$ cat config.mk
export PLATFORM = sky130hd
export DESIGN_NAME = button_conditioner
export DESIGN_NICKNAME = d
export VERILOG_FILES = /design/src/rtl/button_conditioner.sv
export SDC_FILE = /design/constraint.sdc
export NUM_CORES = 1
export LEC_CHECK = 0
export ABC_AREA = 1
export ABC_CLOCK_PERIOD_IN_PS = 2600
export BUFFER_PORTS_ARGS = -buffer_cell sky130_fd_sc_hd__buf_2
export CAP_MARGIN = 20
export CORE_MARGIN = 2
export CORE_UTILIZATION = 55
export DETAILED_ROUTE_END_ITERATION = 6
export PLACE_DENSITY = 0.83
export SKIP_CTS_REPAIR_TIMING = 1
export SLEW_MARGIN = 20
export SYNTH_ARGS = -nofsm -noshare
export SYNTH_HDL_FRONTEND = slang
export SYNTH_SLANG_ARGS = --single-unit
export TNS_END_PERCENT = 50
$ cat constraint.sdc
create_clock -name clk -period 2.6 [get_ports clk]
set_clock_uncertainty 0.2 [all_clocks]
set_input_delay 0 -clock clk [delete_from_list [all_inputs] [get_ports clk]]
set_output_delay 0 -clock clk [all_outputs]
set_load 0.03 [all_outputs]
$ cat src/rtl/button_conditioner.sv
// Push-button conditioner: 2-flop synchroniser, debouncer, press/release/long-press strobes
// and a wrap-around press counter. All outputs are registered.
module button_conditioner #(
  parameter int unsigned DEBOUNCE_CYCLES = 250000,
  parameter int unsigned LONG_CYCLES     = 25000000,
  parameter bit          ACTIVE_LOW      = 1'b1,
  parameter int unsigned CNT_W           = 8
) (
  input  logic             clk,
  input  logic             rst_n,
  input  logic             btn_in,
  output logic             btn_level,
  output logic             press_pulse,
  output logic             release_pulse,
  output logic             long_pulse,
  output logic [CNT_W-1:0] press_count
);

  localparam int unsigned DebW  = $clog2(DEBOUNCE_CYCLES);
  localparam int unsigned HoldW = $clog2(LONG_CYCLES);
  localparam logic [DebW-1:0]  DebLast  = DebW'(DEBOUNCE_CYCLES - 1);
  localparam logic [HoldW-1:0] HoldLast = HoldW'(LONG_CYCLES - 1);

  logic             sync1_q, sync2_q;
  logic [DebW-1:0]  cnt_q, cnt_d;
  logic [HoldW-1:0] hold_q, hold_d;
  logic             long_done_q, long_done_d;
  logic             level_q, level_d;
  logic             press_q, release_q, long_q, long_d;
  logic [CNT_W-1:0] count_q, count_d;
  logic             p, rise, fall;

  assign p = sync2_q ^ ACTIVE_LOW;

  always_comb begin
    level_d = level_q;
    cnt_d   = cnt_q;
    if (p == level_q) begin
      cnt_d = '0;
    end else if (cnt_q == DebLast) begin
      level_d = p;
      cnt_d   = '0;
    end else begin
      cnt_d = cnt_q + DebW'(1);
    end
  end

  assign rise    = level_d & ~level_q;
  assign fall    = ~level_d & level_q;
  assign count_d = count_q + CNT_W'(rise);

  // A release on the terminal-count edge wins: fall is checked before the long test.
  always_comb begin
    hold_d      = hold_q;
    long_done_d = long_done_q;
    long_d      = 1'b0;
    if (rise || fall) begin
      hold_d      = '0;
      long_done_d = 1'b0;
    end else if (level_q && !long_done_q) begin
      if (hold_q == HoldLast) begin
        long_d      = 1'b1;
        long_done_d = 1'b1;
      end else begin
        hold_d = hold_q + HoldW'(1);
      end
    end
  end

  always_ff @(posedge clk or negedge rst_n) begin
    if (!rst_n) begin
      sync1_q     <= ACTIVE_LOW;
      sync2_q     <= ACTIVE_LOW;
      cnt_q       <= '0;
      hold_q      <= '0;
      long_done_q <= 1'b0;
      level_q     <= 1'b0;
      press_q     <= 1'b0;
      release_q   <= 1'b0;
      long_q      <= 1'b0;
      count_q     <= '0;
    end else begin
      sync1_q     <= btn_in;
      sync2_q     <= sync1_q;
      cnt_q       <= cnt_d;
      hold_q      <= hold_d;
      long_done_q <= long_done_d;
      level_q     <= level_d;
      press_q     <= rise;
      release_q   <= fall;
      long_q      <= long_d;
      count_q     <= count_d;
    end
  end

  assign btn_level     = level_q;
  assign press_pulse   = press_q;
  assign release_pulse = release_q;
  assign long_pulse    = long_q;
  assign press_count   = count_q;

endmodule

## Word-level counts from Yosys, hierarchy flattened

Index checks and enable logic that the tools add are counted.

- Flip-flop bits (word level): 58
- Output and inout bits: 12

- Add/sub/neg operators: 3
- Equal/unequal tests: 4
- Multiplexer cells: 13
- Bitwise gates (word level): 5
- Reduce and logical (&&, ||, !) cells: 7

Operators by type and width:

| kind | number |
|---|---|
| 25-bit 2-to-1 mux | 3 |
| 18-bit 2-to-1 mux | 2 |
| 25-bit by 1-bit adder with 25-bit output (second input constant) | 1 |
| 25-bit equality test (second input constant) | 1 |
| 18-bit by 1-bit adder with 18-bit output (second input constant) | 1 |
| 18-bit equality test (second input constant) | 1 |
| 8-bit by 1-bit adder with 8-bit output | 1 |
| 1-bit 2-to-1 mux | 8 |
| 2-bit AND reduction | 2 |
| 2-bit nonzero test | 2 |
| 1-bit NOT | 3 |
| 1-bit AND | 2 |
| 2-bit != test (second input constant) | 1 |
| 1-bit equality test | 1 |
| 1-bit logical AND | 1 |
| 1-bit logical NOT | 1 |
| 1-bit logical OR | 1 |

## Depth between registers and ports, before layout

Gate-level depths: netlist of run 1.

- Depth after elaboration: 8
- Mapped depth: 19

## Worst setup path before layout of run 1

Ideal clock, no wire load.

- Path type: register to register
- Start: register cnt_q[0]
- End: register hold_q[3]
- Data arrival time: 2.378 ns
- Data required time: 2.283 ns
- Path slack: -0.094 ns
- Cell stages (with the launch flop): 20
- Buffers on the path: 1
- Path through: dfrtp_1 ha_1 nand2_1 nor2_1 nand3_1 nor2_1 nand2_1 nand2_1 o21ai_0 ha_1 inv_2 nor2_1 nand2_1 nor2_2 nand3_2 nand2_4 nor2_2 buf_6 nand2_1 nand2_1

- Cells in the longest elaborated chain, start to end: 8
- Elaborated cells between the ends (all ways): 11
- Classes of those cells: eq/ne (2); mux (3); bitwise (3); reduce/logical (3)

Ends and longest elaborated chain:

| what | line | source |
|---|---|---|
| start, declared | 25 | `logic [DebW-1:0] cnt_q, cnt_d;` |
| start signal, assigned | 85 | `cnt_q <= cnt_d;` |
| 18-bit equality test (*) | 40 | `end else if (cnt_q == DebLast) begin` |
| 1-bit 2-to-1 mux (*) | 40 |  |
| 1-bit 2-to-1 mux (*) | 38 | `if (p == level_q) begin` |
| named net level_d | 28 | `logic level_q, level_d;` |
| 1-bit NOT | 49 | `assign fall = ~level_d & level_q;` |
| 1-bit AND | 49 |  |
| 1-bit logical OR (*) | 57 | `if (rise \|\| fall) begin` |
| 2-bit != test (no line) or 2-bit nonzero test (tied branches) | -- |  |
| 2-bit AND reduction (no line) | -- |  |
| end signal, assigned | 86 | `hold_q <= hold_d;` |
| end, declared | 26 | `logic [HoldW-1:0] hold_q, hold_d;` |

Mark *: on every way through the listed nets, which the timed path passes. The rest lies on a longest branch.
A chain may end at the register's enable or synchronous reset.

## Worst setup path in the final report of run 1

- Start: register cnt_q[1]
- End: register hold_q[9]

Same word-level chain as after synthesis.

==> results of run 1 <==
[cell usage in the layout, fill, tap and decap left out, drive strengths merged, types with 5 or more instances in the layout]
cell,count
nand2,160
nor3,11
inv,42
nand4,8
ha,6
xnor2,8
nand3b,5
clkbuf,11
xor2,20
nor2,72
dfrtp,56
buf,47
nand3,22
[layout make-up]
class	count	area, um^2	area share, %
timing repair buffer	51	400	10.1
sequential	58	1450	36.6
tap	72	90.1	2.27
multi-input combinational	323	1650	41.4
inverter	41	159	4.00
clock inverter	7	103	2.58
clock buffer	9	124	3.12
[state kept, by name, indices dropped and copies added, names as in the netlist]
register	cells
long_done_q	1
sync1_q	1
hold_q	25
sync2_q	1
press_count	8
btn_level	1
long_pulse	1
release_pulse	1
press_pulse	1
cnt_q	18
[per-layer routing]
layer  GRT usage (%)  wire length [um]  vias up
met5               0                 0        -
met4            8.81               327        0
met3            8.09               549       39
met2            43.2              3940      123
met1            29.7              3290     1384
li1                -                 -     1442
[through the flow]
step | util [%] | cell area [um^2] | hold WS (ns) | cells
floorplan | - | 3200 | -0.496 | 425
global placement | 63.7 | 3530 | -0.0910 | 534
detailed placement | 63.7 | 3530 | -0.0843 | 534
CTS | 67.8 | 3750 | -0.471 | 550
global route | 71.8 | 3980 | 0.0802 | 561
finish | 71.8 | 3980 | 0.0898 | 561
[worst min path at each step]
stage                          end
6_report         sync1_q$_DFF_PN1_
5_1_grt          sync1_q$_DFF_PN1_
4_1_cts          sync1_q$_DFF_PN1_
3_5_place_dp     sync1_q$_DFF_PN1_
3_3_place_gp     sync1_q$_DFF_PN1_
2_1_floorplan  btn_level$_DFF_PN0_
[where the power goes]
group / switching (mW) / internal [mW] / leakage, nW
Combinational: 0.0285 / 0.0108 / 1.11
Clock: 0.409 / 0.547 / 0.110
Sequential: 0.00424 / 0.908 / 0.801
[Yosys cell counts (2+ instances only)]
| library cell | count | area share (%) |
|---|---|---|
| inv_1 | 38 | 4.5 |
| o21ai_0 | 3 | 0.47 |
| xnor2_1 | 8 | 2.2 |
| nor2_4 | 2 | 0.71 |
| buf_4 | 2 | 0.47 |
| nor3b_1 | 2 | 0.47 |
| nand2_1 | 158 | 19 |
| a21oi_1 | 3 | 0.47 |
| buf_6 | 2 | 0.71 |
| inv_2 | 3 | 0.35 |
| dfstp_2 | 2 | 1.6 |
| nand3b_1 | 5 | 1.2 |
| dfrtp_1 | 56 | 44 |
| nor3_1 | 11 | 1.7 |
| nand3_1 | 21 | 3.3 |
| nor2_2 | 4 | 0.78 |
| nor2_1 | 64 | 7.5 |
| ha_1 | 6 | 2.4 |
| xor2_1 | 20 | 5.5 |
| nand4_1 | 8 | 1.6 |
[cell families after synthesis]
family                   after synthesis  share of synthesized area (%)
AND/OR/NAND/NOR                      279                           36.9
XOR/XNOR                              28                           7.68
AO/OA/AOI/OAI                          8                           1.37
buffers and inverters                 46                           6.15
adder cells (fa/ha/maj)                6                           2.35
flip-flops                            58                           45.6
==> reports/metrics.csv, run 1 <==
metric,value,unit
total negative slack,-1.46,ns
Async SR Flop Fraction,100,%
Via Count,2988,
Top Ports,15,
total power,1.91,mW
Max Cap Viol,0,
maximum fanout along the worst path,6,
WS Path Type,reg2reg,
global-route wire length before repair,12300,um
min-delay src,btn_in,
largest net degree at the start of global routing,45,
Pwr Density,480,nW/um^2
CTS Sinks,58,
Total Nets Final,493,
Worst-path clk slew,0.08,ns
worst-path cell chain,ha_2 > nand2_2 > nor2_2 > nand3_1 > nor2_1 > nand2_1 > nand2_1 > o21ai_2 > ha_4 > inv_4 > nor2_4 > nand2_2 > nor2_2 > nand3_2 > nand2_4 > buf_12 > inv_4 > nand2_2 > nand2_1,
die height,80.2,um
Lkg Pwr,2.02,nW
Top delay family on crit path,simple AND/OR/NAND/NOR gates,
fin crit share,104,%
number of global-route vias before repair,2864,
routability cong.,0.920,
pre-CTS setup slack,-0.388,ns
core box area,5540,um^2
Yosys cell types,27,
Period minus WS final,2.71,ns
maximum clock frequency,0.369,GHz
Hold Fails Final Rpt,0,
"Avg Cell Area, Syn",7.51,um^2
clock root buffer,clkbuf_8,
TritonCTS clock tree,built,
Worst EP required,2.64,ns
Synth Register Bits,58,
Post-synth EDFFs,0,
initial drt markers,260,
status,"complete, but fails checks",
total wire length,8110,um
worst r2r path cells,19,
layout cell share with drive strength beyond 1,21.1,%
R2R setup slack,-0.11,ns
Most used DFF post-synth,dfrtp_1,
CP Data Arrival Time,2.75,ns
stages on the worst setup path,19,
FF-to-FF End,hold_q[9]$_DFFE_PN0P_,
drt wl/cell,14.5,um
final-layout fill cell count,391,
Num CTS Buffers,9,
fin worst setup slack,-0.107,ns
Detailed Place HPWL,4830,um
worst setup path endpoint,hold_q[9]$_DFFE_PN0P_,
row count,27,
drt first pass iters,5,
share of the yosys chip area belonging to registers,45.6,%
CP Launch Type,flop,
GRT overflow,0,
Synth Net Count,434,
DRT antenna net count,0,
largest stage delay on the critical path,0.37,ns
YS warnings,0,
antenna diode count,0,
H-tree Lvls,3,
worst skew pair latency,0.36,ns
Buf/Inv on CP,3,
initial cell density of the core,57.6,%
Synth Instances,425,
Synth Cell Area,3190,um^2
Die X,80.2,um
final setup fails,25,
failing checks,setup timing,
die area,6430,um^2
Port Buf Inserts,14,
Max transition margin,35.6,%
Post-route DRC,0,
CP Capture Type,flop,
Max VDD drop,0.337,mV
vias per std cell,5.33,
Layout Area Growth over Synthesis,24.6,%
Tot GR Track Use,25.2,%
worst hold path depth,2,
Tightest Pin Transition,0.967,ns
Critical path origin,cnt_q[1]$_DFF_PN0_,
initial antenna violation count,0,
Final Slew Violations,0,
Crit-path slowest cell,dfrtp_1,
Hold WC Path Type,in2reg,
unrepaired setup endpoints after global routing,true,
Clock Tree Buf Depth,2,
FF-to-FF Start,cnt_q[1]$_DFF_PN0_,
No activity file was read; power rests on OpenSTA's default activity.
==> inputs of run 2 (changes only) <==
--- a/config.mk
+++ b/config.mk
@@ -9,6 +9,7 @@
 export ABC_CLOCK_PERIOD_IN_PS = 2600
 export BUFFER_PORTS_ARGS = -buffer_cell sky130_fd_sc_hd__buf_2
 export CAP_MARGIN = 20
+export CORE_ASPECT_RATIO = 1.25
 export CORE_MARGIN = 2
 export CORE_UTILIZATION = 55
 export DETAILED_ROUTE_END_ITERATION = 6
==> run 2 against run 1 <==
Compared with the run above: the run still ends with setup timing left; sequential share of layout area increased by 0.82 points; fmax increased by 0.48%; routed wire length is 1.1% lower.
==> reports/metrics.csv, run 2 (synthesis gave the netlist of run 1 again) <==
metric,value,unit
Top Ports,15,
met2 WL post-DR,4120,um
Final Slew Violations,0,
CP Data Arrival Time,2.78,ns
clock root buffer,clkbuf_8,
die height,89.2,um
Layout Area Growth over Synthesis,21.8,%
vias per std cell,5.27,
CTS Sinks,58,
FF-to-FF End,hold_q[3]$_DFFE_PN0P_,
CP Capture Type,flop,
worst skew pair latency,0.35,ns
total wire length,8030,um
Pwr Density,465,nW/um^2
total negative slack,-1.18,ns
layout cell share with drive strength beyond 1,18.5,%
drt wl/cell,14.5,um
drt first pass iters,5,
fin worst setup slack,-0.0945,ns
number of global-route vias before repair,2659,
Top Metal Used,met4,
final-layout fill cell count,423,
most frequent cells in the layout,"nand2_1 (154), nor2_1 (62), dfrtp_1 (56)",
Hold Slack,0.0343,ns
fin crit share,104,%
met3 WL,411,um
DRT antenna net count,0,
status,"complete, but fails checks",
Max transition margin,53.4,%
maximum clock frequency,0.371,GHz
Period minus WS final,2.69,ns
design area,3890,um^2
pre-CTS setup slack,-0.334,ns
Lkg Pwr,1.99,nW
maximum fanout along the worst path,10,
routability cong.,0.941,
Hold Fails Final Rpt,0,
Max Cap Viol,0,
largest net degree at the start of global routing,34,
Max VDD drop,0.271,mV
GRT overflow,0,
Worst EP required,2.69,ns
Critical path origin,cnt_q[1]$_DFF_PN0_,
core box area,5700,um^2
Die X,72.1,um
"most common cell after layout, fill and taps aside",nand2_1,
initial antenna violation count,0,
Tot GR Track Use,23.4,%
Port Buf Inserts,14,
antenna diode count,0,
unrepaired setup endpoints after global routing,true,
initial cell density of the core,56.0,%
Post-DP Area,3520,um^2
Tightest Pin Transition,0.699,ns
initial drt markers,229,
Top reg by flops,hold_q,
worst r2r path cells,18,
failing checks,setup timing,
Detailed Place HPWL,4970,um
WS Path Type,reg2reg,
Hold WC Path Type,in2async,
row count,31,
global-route wire length before repair,11700,um
Num CTS Buffers,9,
Total Nets Final,491,
R2R setup slack,-0.09,ns
final setup fails,22,
max FFs per register,25,
CP Launch Type,flop,
FF-to-FF Start,cnt_q[1]$_DFF_PN0_,
Post-Route M1 WL,3210,um
Via Count,2917,
Worst-path clk slew,0.08,ns
Clock Tree Buf Depth,2,
worst setup path endpoint,hold_q[3]$_DFFE_PN0P_,
TritonCTS clock tree,built,
H-tree Lvls,3,
Post-route DRC,0,
total power,1.81,mW
die area,6430,um^2
## run 2: cell count changes in the layout (fill, tap and decap cells not counted), moves of 2 or more
cell,delta
buf_4,-2
clkinvlp_4,+2
nand2_1,+11
nand2_2,-9
nand2_4,-2
## run 2: worst min-delay path by stage
stage | to | cells past startpoint
detailed placement | cnt_q[7]$_DFF_PN0_ | 1
global placement | cnt_q[8]$_DFF_PN0_ | 1
floorplan | btn_level$_DFF_PN0_ | 0
finish | press_pulse$_DFF_PN0_ | 2
global route | hold_q[8]$_DFFE_PN0P_ | 2
CTS | hold_q[8]$_DFFE_PN0P_ | 1
## run 2: per-stage QoR
step                      instances  utilization [%]
after floorplan                 425                -
after global placement          528             61.8
after detailed placement        528             61.8
after CTS                       544             65.3
after global routing            553             68.2
final                           553             68.2
## run 2: cell type report
class | instances | area (um^2) | share of cell area (%)
clock buffers | 9 | 124 | 3.19
inverters | 41 | 156 | 4.02
repair buffers | 50 | 397 | 10.2
multi-input cells | 322 | 1600 | 41.1
flip-flops and latches | 58 | 1450 | 37.4
well taps | 66 | 82.6 | 2.12
clock inverters | 7 | 78.8 | 2.03
## run 2: worst max-delay path, stage by stage (launching register included)
cell	delay, ns
dfrtp_1	0.36
ha_2	0.19
nand2_2	0.07
nor2_2	0.14
nand3_1	0.09
nor2_1	0.10
nand2_1	0.10
o21ai_2	0.19
ha_4	0.23
inv_2	0.06
nor2_2	0.04
nand2_1	0.07
nor2_2	0.04
nand3_2	0.09
nand2_4	0.12
buf_6	0.15
nor2_4	0.25
nand2_1	0.09
nand2_1	0.06
## run 2: power breakdown
part / total [mW] / switching [mW] / internal [mW]
registers: 0.912 / 0.00376 / 0.908
clock network: 0.852 / 0.404 / 0.448
logic: 0.0429 / 0.0301 / 0.0128
total: 1.81 / 0.438 / 1.37
## run 2: metal layers
metal | vias up | GRT usage, %
met5 | - | 0
met1 | 1356 | 26.3
met2 | 98 | 40.0
li1 | 1433 | -
met4 | 0 | 12.5
met3 | 30 | 6.76
==> inputs of run 3 (changes only) <==
--- a/config.mk
+++ b/config.mk
@@ -5,7 +5,6 @@
 export SDC_FILE = /design/constraint.sdc
 export NUM_CORES = 1
 export LEC_CHECK = 0
-export ABC_AREA = 1
 export ABC_CLOCK_PERIOD_IN_PS = 2600
 export BUFFER_PORTS_ARGS = -buffer_cell sky130_fd_sc_hd__buf_2
 export CAP_MARGIN = 20
@@ -13,7 +12,7 @@
 export CORE_MARGIN = 2
 export CORE_UTILIZATION = 55
 export DETAILED_ROUTE_END_ITERATION = 6
-export PLACE_DENSITY = 0.83
+export PLACE_DENSITY = 0.84
 export SKIP_CTS_REPAIR_TIMING = 1
 export SLEW_MARGIN = 20
 export SYNTH_ARGS = -nofsm -noshare
==> run 3 against run 2 <==
Compared with the run above: the run ends with hold timing, setup timing left; clock power about the same; final area decreased by 7.9%; synthesized area decreased by 7.7%; setup slack got worse by 0.33 ns; die area decreased by 7.3%; routed wire length decreased by 20%; sequential share of layout area increased by 3.2 points.
==> reports/metrics.csv, run 3 <==
metric,value,unit
Max transition margin,62.6,%
worst skew pair latency,0.34,ns
Hold Fails Final Rpt,23,
Worst EP required,2.63,ns
Top Ports,15,
Layout Area Growth over Synthesis,21.7,%
TritonCTS clock tree,built,
Hold WC Path Type,in2async,
layout cell share with drive strength beyond 1,22.6,%
drt wl/cell,15.8,um
worst-path cell chain,nor4b_2 > nand4_1 > nor4_4 > mux2i_1 > ha_1 > nor4bb_4 > nand4bb_1 > or2_4 > a32o_1,
global-route wire length before repair,10600,um
WS Path Type,reg2reg,
Post-Route M1 WL,2730,um
core box area,5120,um^2
Die X,69.5,um
Lkg Pwr,1.53,nW
Pint,1.42,mW
Final Slew Violations,0,
Sw Ratio,21.7,%
drt first pass iters,4,
initial drt markers,195,
met2 WL post-DR,3360,um
Yosys cell types,45,
Max VDD drop,0.387,mV
unrepaired setup endpoints after global routing,true,
CP Capture Type,flop,
CTS Sinks,58,
most frequent cells in the layout,"dfrtp_1 (56), buf_4 (30), nor2_1 (29)",
largest net degree at the start of global routing,26,
routability cong.,0.870,
Num CTS Buffers,9,
Seq pwr share,50.4,%
total wire length,6440,um
fin crit share,116,%
Comb power frac,2.6,%
Async SR Flop Fraction,100,%
most instantiated cells after synthesis,"dfrtp_1 (56), nor2_1 (29), nand2_1 (20), xnor2_1 (20), a21oi_1 (17)",
antenna diode count,0,
Crit-path slowest cell,dfrtp_1,
leading area contributor after synthesis,dfrtp_1,
top-count cell post-synth,dfrtp_1,
DRT antenna net count,0,
Clock Tree Buf Depth,2,
die height,85.8,um
GRT overflow,0,
met3 WL,245,um
Max Cap Viol,0,
Most used DFF post-synth,dfrtp_1,
Synth Net Count,300,
Area contributors post-synth,"dfrtp_1 (48%), xnor2_1 (5.9%), o31ai_1 (3.8%)",
clock power share,47.0,%
Synth Register Bits,58,
maximum fanout along the worst path,6,
Top Metal Used,met4,
Tot GR Track Use,22.3,%
Tightest Pin Transition,0.561,ns
initial antenna violation count,0,
Total Nets Final,349,
CP Launch Type,flop,
Post-synth EDFFs,0,
"most common cell after layout, fill and taps aside",dfrtp_1,
failing checks,"hold timing, setup timing",
final setup fails,10,
maximum clock frequency,0.331,GHz
die area,5960,um^2
Post-route DRC,0,
share of the yosys chip area belonging to registers,49.4,%
Detailed Place HPWL,4200,um
area share of the largest cell type after synthesis,47.6,%
total negative slack,-3.33,ns
Period minus WS final,3.02,ns
H-tree Lvls,3,
Synth Cell Area,2950,um^2
CP Data Arrival Time,3.05,ns
largest stage delay on the critical path,0.39,ns
Via Count,2469,
"Avg Cell Area, Syn",10.1,um^2
Top reg by flops,hold_q,
initial cell density of the core,57.6,%
YS warnings,0,
vias per std cell,6.07,
Synth Instances,291,
number of global-route vias before repair,2393,
pre-CTS setup slack,-0.401,ns
fin worst setup slack,-0.421,ns
Hold Slack,-0.0141,ns
Worst-path clk slew,0.06,ns
Port Buf Inserts,14,
clock root buffer,clkbuf_8,
status,"complete, but fails checks",
max FFs per register,25,
row count,29,
net switching power,0.392,mW
Pwr Density,505,nW/um^2
run 3: layout make-up:
cell class,count,area (um^2)
timing repair buffer,47,335
clock inverter,4,50.0
tap,62,77.6
multi-input combinational,215,1470
inverter,9,37.5
sequential,58,1450
fill,345,1530
clock buffer,12,155
run 3: worst paths after layout:
path / startpoint / to / slack, ns / depth (start not counted)
worst max-delay path: cnt_q[5]$_DFF_PN0_ / hold_q[2]$_DFFE_PN0P_ / -0.42 / 9
worst min-delay path: rst_n / press_count[5]$_DFF_PN0_ / -0.01 / 2
worst max register to register: cnt_q[5]$_DFF_PN0_ / hold_q[2]$_DFFE_PN0P_ / -0.42 / 9
worst min register to register: sync1_q$_DFF_PN1_ / sync2_q$_DFF_PN1_ / 0.17 / 0
max in group asynchronous: rst_n / sync1_q$_DFF_PN1_ / 1.53 / 3
min in group clk: btn_in / sync1_q$_DFF_PN1_ / 0.10 / 2
run 3: power groups by stage:
stage / clock [mW] / sequential [mW] / combinational (mW)
detailed placement: 0 / 0.929 / 0.0454
global route: 0.906 / 0.913 / 0.0535
floorplan: 0 / 0.930 / 0.0124
finish: 0.852 / 0.913 / 0.0466
global placement: 0 / 0.929 / 0.0438
CTS: 0.864 / 0.912 / 0.0457
run 3: cells by family after synthesis:
logic type	share of synthesized area [%]
and+or+nand+nor	24.6
DFF	49.4
muxes	1.10
adders and majority gates	2.55
xor gates and xnor gates	7.43
buffers and inverters	2.76
AOI/OAI and AO/OA	12.2
run 3: per-stage QoR:
stage | cells | power, mW | hold WS (ns) | cell area [um^2] | util (%)
floorplan | 291 | 0.942 | -0.496 | 2960 | -
global placement | 386 | 0.972 | -0.193 | 3270 | 63.9
global route | 407 | 1.87 | 0.0145 | 3580 | 70.0
CTS | 402 | 1.82 | -0.546 | 3480 | 67.9
finish | 407 | 1.81 | -0.0141 | 3580 | 70.0
detailed placement | 386 | 0.974 | -0.187 | 3270 | 63.9
run 3: critical path: cells and delay by family, from the launching register on:
family	cells	cell delay [ns]
simple gates	6	1.50
flops	1	0.39
mux	1	0.34
compound gates	1	0.25
fa+ha+maj	1	0.23
run 3: layer usage:
layer  up-vias  global-route usage, %
met5         -                      0
met4         0                   11.8
met3        10                   5.17
met2        55                   36.9
met1      1219                   27.2
li1       1185                      -
